$ cat src/rtl/mem_arbiter.sv
// Two-requester arbiter (instruction fetch, data) in front of a single-port memory with a fixed LAT-cycle access.
// Data has priority, but fetch wins whenever the previous grant went to data. All outputs are registered except the stalls.
module mem_arbiter #(
  parameter int LAT = 4
) (
  input  logic        clk,
  input  logic        rst,
  input  logic        i_req,
  input  logic [15:0] i_addr,
  output logic [15:0] i_rdData,
  output logic        i_ready,
  input  logic        d_rd,
  input  logic        d_wr,
  input  logic [15:0] d_addr,
  input  logic [15:0] d_wrData,
  output logic [15:0] d_rdData,
  output logic        d_ready,
  output logic [15:0] m_addr,
  output logic        m_re,
  output logic        m_we,
  output logic [15:0] m_wrData,
  input  logic [15:0] m_rdData,
  output logic        i_stall,
  output logic        d_stall
);

  typedef enum logic [1:0] {IDLE, BUSY, RESP} state_t;

  localparam logic [3:0] CNT_INIT = 4'(LAT - 1);

  state_t     state;
  logic [3:0] cnt;
  logic       lastData;
  logic       winData;
  logic       isWrite;
  logic       dReq;
  logic       grantData;

  assign dReq      = d_rd | d_wr;
  assign grantData = dReq && !(lastData && i_req);

  assign i_stall = i_req & ~i_ready;
  assign d_stall = dReq & ~d_ready;

  always_ff @(posedge clk) begin
    if (rst) begin
      state    <= IDLE;
      cnt      <= 4'd0;
      lastData <= 1'b0;
      winData  <= 1'b0;
      isWrite  <= 1'b0;
      i_ready  <= 1'b0;
      d_ready  <= 1'b0;
      m_re     <= 1'b0;
      m_we     <= 1'b0;
      m_addr   <= 16'h0000;
      m_wrData <= 16'h0000;
      i_rdData <= 16'h0000;
      d_rdData <= 16'h0000;
    end else begin
      case (state)
        IDLE: begin
          i_ready <= 1'b0;
          d_ready <= 1'b0;
          if (dReq || i_req) begin
            // A simultaneous read+write is served as a write only.
            winData  <= grantData;
            lastData <= grantData;
            isWrite  <= grantData && d_wr;
            m_addr   <= grantData ? d_addr : i_addr;
            if (grantData)
              m_wrData <= d_wrData;
            m_re     <= !(grantData && d_wr);
            m_we     <= grantData && d_wr;
            cnt      <= CNT_INIT;
            state    <= BUSY;
          end
        end
        BUSY: begin
          if (cnt == 4'd0) begin
            m_re <= 1'b0;
            m_we <= 1'b0;
            if (winData) begin
              d_ready <= 1'b1;
              if (!isWrite)
                d_rdData <= m_rdData;
            end else begin
              i_ready  <= 1'b1;
              i_rdData <= m_rdData;
            end
            state <= RESP;
          end else begin
            cnt <= cnt - 4'd1;
          end
        end
        RESP: begin
          i_ready <= 1'b0;
          d_ready <= 1'b0;
          state   <= IDLE;
        end
        default: state <= IDLE;
      endcase
    end
  end

endmodule

$ cat config.mk
export PLATFORM = sky130hd
export DESIGN_NAME = mem_arbiter
export DESIGN_NICKNAME = d
export VERILOG_FILES = /design/src/rtl/mem_arbiter.sv
export SDC_FILE = /design/constraint.sdc
export NUM_CORES = 1
export LEC_CHECK = 0
export BUFFER_PORTS_ARGS = -buffer_cell sky130_fd_sc_hd__buf_4
export CAP_MARGIN = 20
export CORE_AREA = 4 4 135 111
export DETAILED_ROUTE_END_ITERATION = 16
export DIE_AREA = 0 0 139 115
export PLACE_DENSITY = 0.53
export SYNTH_ARGS = -nofsm -noshare
export SYNTH_HDL_FRONTEND = slang
export SYNTH_SLANG_ARGS = --single-unit
export TNS_END_PERCENT = 100
$ cat constraint.sdc
create_clock -name clk -period 2.8 [get_ports clk]
set_input_delay 0.28 -clock clk [delete_from_list [all_inputs] [get_ports clk]]
set_output_delay 0.28 -clock clk [all_outputs]
set_load 0.05 [all_outputs]
==> out/results.txt <==
Yosys top cell area share: 0.473
die footprint: 0.0160 mm^2
fin crit period: 1.99 ns
setup TNS: 0 ns
GR Util met3: 0.0457
Synth cell types: 33
slowest stage delay, CP: 0.60 ns
met2 usage: 0.188
GR peak layer: met2
Post-DRT Antenna Nets: 0
post-route cell area: 0.00474 mm^2
critical path arrival: 2.20 ns
largest cells by area after synthesis: dfxtp_1, mux2i_1, nand2b_1
largest net degree at the start of global routing: 94
Yosys reg bits: 76
core area: 0.0135 mm^2
Tot Pwr: 3.42 mW
Cell Count, Final, Fillers Out: 666
Layout Nets: 552
DR DRC count: 0
Placement Cell Area: 0.00443 mm^2
RSZ-0062 raised after global routing: false
Post-CTS Setup Bufs: 0
met1 usage in global routing: 0.156
Hold Buf Count CTS: 0
Synthesized Nets: 424
Most used DFF post-synth: dfxtp_1
CP cell instances: inv_1, ha_1, or3b_1, or4_4, mux2i_1
Setup Skew: 0.00564 ns
post-CTS sizing: 0
Hold Fails Final Rpt: 0
Max Clock Freq: 502 MHz
Post-Synthesis Cells: 353
fraction of layout cells with a size suffix above 1: 0.348
CTS Buf Count: 9
first-pass GRT wire length: 15700 um
io pins: 139
EDFF count, synth: 0
CP required: 3.01 ns
period utilization: 0.711
die height: 115 um
dominant cell type by area after synthesis: dfxtp_1
total routed wirelength: 9700 um
CTS root buf: clkbuf_16
Worst-Skew Late Latency: 0.33 ns
CTS tree: yes
static leakage: 2.07 nW
diode count: 0
Async SR Flop Fraction: 0
Post-Syn Area: 0.00321 mm^2
hold crit path type: in -> reg
Power Dens Cells: 722 mW/mm^2
Worst Max-Slew Pin Slew: 0.877 ns
most frequent cells after synthesis: dfxtp_1, nand2b_1, a21oi_1, nand2_1, mux2i_1
Die Wd: 139 um
row cnt: 38
CP Max Fanout: 10
Wirelength per Cell: 14.6 um
syn avg cell area: 9.11 um^2
Placed Instances: 650
clk sinks: 76
Worst setup SP type: register
Hold Slack: 0.207 ns
grt ovf: 0
Rel. slew slack: 0.415
Critical-path top delay cell: or4_4
Final setup viols: 0
initial core utilization: 0.238
Iteration-0 DRC Markers: 92
I/O Buffers: 138
H-tree depth: 3
GRT Util Overall: 0.121
DR vias: 2993
Via density: 4.49
gpl congestion: 0.774
sequential fraction of the synthesis area: 0.473
max-slew violations: 0
vias in the first global route: 3040
CP Class: reg -> reg
Area Growth Syn to Fin: 47.4%
Max Root-Sink Buffers: 2
pre-CTS setup slack: 0.826 ns
final core utilization: 0.351
initial antenna violation count: 0
Pre-antenna DRT Iters: 4
outcome: finished clean
DPL Wire Length: 7180 um
Crit. End Element: register
final worst slack: 0.810 ns
Clock transition at path regs: 0.06 ns
Max Cap Viol: 0
YS warnings: 0
VDD IR-drop max: 0.280 mV
top-count cell post-synth: dfxtp_1
registers in the layout, summed over array words and instances (netlist names), 2 cells and up:
register,count
state,2
i_rdData,16
d_rdData,16
m_wrData,16
cnt,4
m_addr,16
critical path: cells and delay by family, from the launching register on:
family	cells	cell delay [ns]
muxes	1	0.16
adders and majority gates	1	0.16
buffers and inverters	1	0.10
DFF	1	0.32
and+or+nand+nor	2	1.14
power breakdown:
group          internal (mW)  leakage [nW]  total [mW]  switching (mW)
combinational          0.334          1.30       0.972           0.638
clock                  0.740         0.148        1.19           0.451
sequential              1.19         0.622        1.26          0.0673
total                   2.26          2.07        3.42            1.16
cells by family (layout without fill, tap and decap cells):
| family | count (synthesis) | after routing | synth area share |
|---|---|---|---|
| AO/OA/AOI/OAI | 85 | 85 | 0.163 |
| buffers and inverters | 32 | 165 | 0.0428 |
| adder cells (fa/ha/maj) | 2 | 2 | 0.00778 |
| AND/OR/NAND/NOR | 126 | 126 | 0.213 |
| multiplexers | 32 | 32 | 0.0997 |
| flip-flops | 76 | 76 | 0.473 |
metal layers:
layer  vias up  routed length [um]
li1       1497                   -
met1      1387                4300
met2        94                4480
met3        15                 691
met4         0                 223
met5         -                   0
cell type report:
class,count,area (um^2)
Fill cell,1441,8770
Multi-Input combinational cell,245,1580
Sequential cell,76,1520
Timing Repair Buffer,145,1090
Clock buffer,11,253
Tap cell,180,225
Clock inverter,5,58.8
Inverter,4,15.0
path summary, 6_finish.rpt:
path | slack (ns) | end | start | depth (start not counted)
hold / removal | 0.21 | m_wrData[15] | d_wrData[15] | 3
hold reg to reg | 0.48 | i_rdData[0] | i_rdData[0] | 2
setup reg to reg | 0.81 | d_rdData[3] | cnt[0] | 5
setup / recovery | 0.81 | d_rdData[3] | cnt[0] | 5
layout by cell type (no fill, tap or decap):
| cell | synthesis | final |
|---|---|---|
| o32ai_1 | 1 | 1 |
| nor2_2 | 0 | 1 |
| or3b_1 | 1 | 1 |
| nor2b_1 | 3 | 3 |
| o2bb2ai_2 | 0 | 1 |
| a21oi_1 | 35 | 35 |
| a2bb2oi_2 | 0 | 1 |
| o21a_1 | 2 | 2 |
| inv_1 | 4 | 4 |
| clkinvlp_4 | 0 | 2 |
| bufinv_16 | 0 | 1 |
| nand3_1 | 18 | 18 |
| mux2i_1 | 32 | 32 |
| clkbuf_16 | 0 | 9 |
| nor3_1 | 5 | 4 |
| nor4_4 | 1 | 1 |
| nand2_1 | 35 | 35 |
| a31oi_1 | 2 | 2 |
| clkbuf_8 | 0 | 2 |
| nand2b_1 | 51 | 51 |
| inv_6 | 0 | 1 |
| or4_1 | 2 | 2 |
| o21ai_0 | 20 | 20 |
| nor3_2 | 0 | 1 |
| nor3b_1 | 1 | 1 |
| o22ai_1 | 1 | 1 |
| a221oi_1 | 1 | 1 |
| or2_1 | 1 | 1 |
| a211oi_1 | 2 | 2 |
| ha_1 | 2 | 2 |
| buf_4 | 0 | 145 |
| dfxtp_1 | 76 | 76 |
| clkinv_2 | 0 | 1 |
| a31o_2 | 2 | 2 |
| or4_4 | 1 | 1 |
| or3_1 | 2 | 2 |
| a311oi_1 | 16 | 16 |
| nor2_1 | 5 | 4 |
| a21boi_0 | 1 | 1 |
Note: power is estimated with default switching activity, not from simulation.
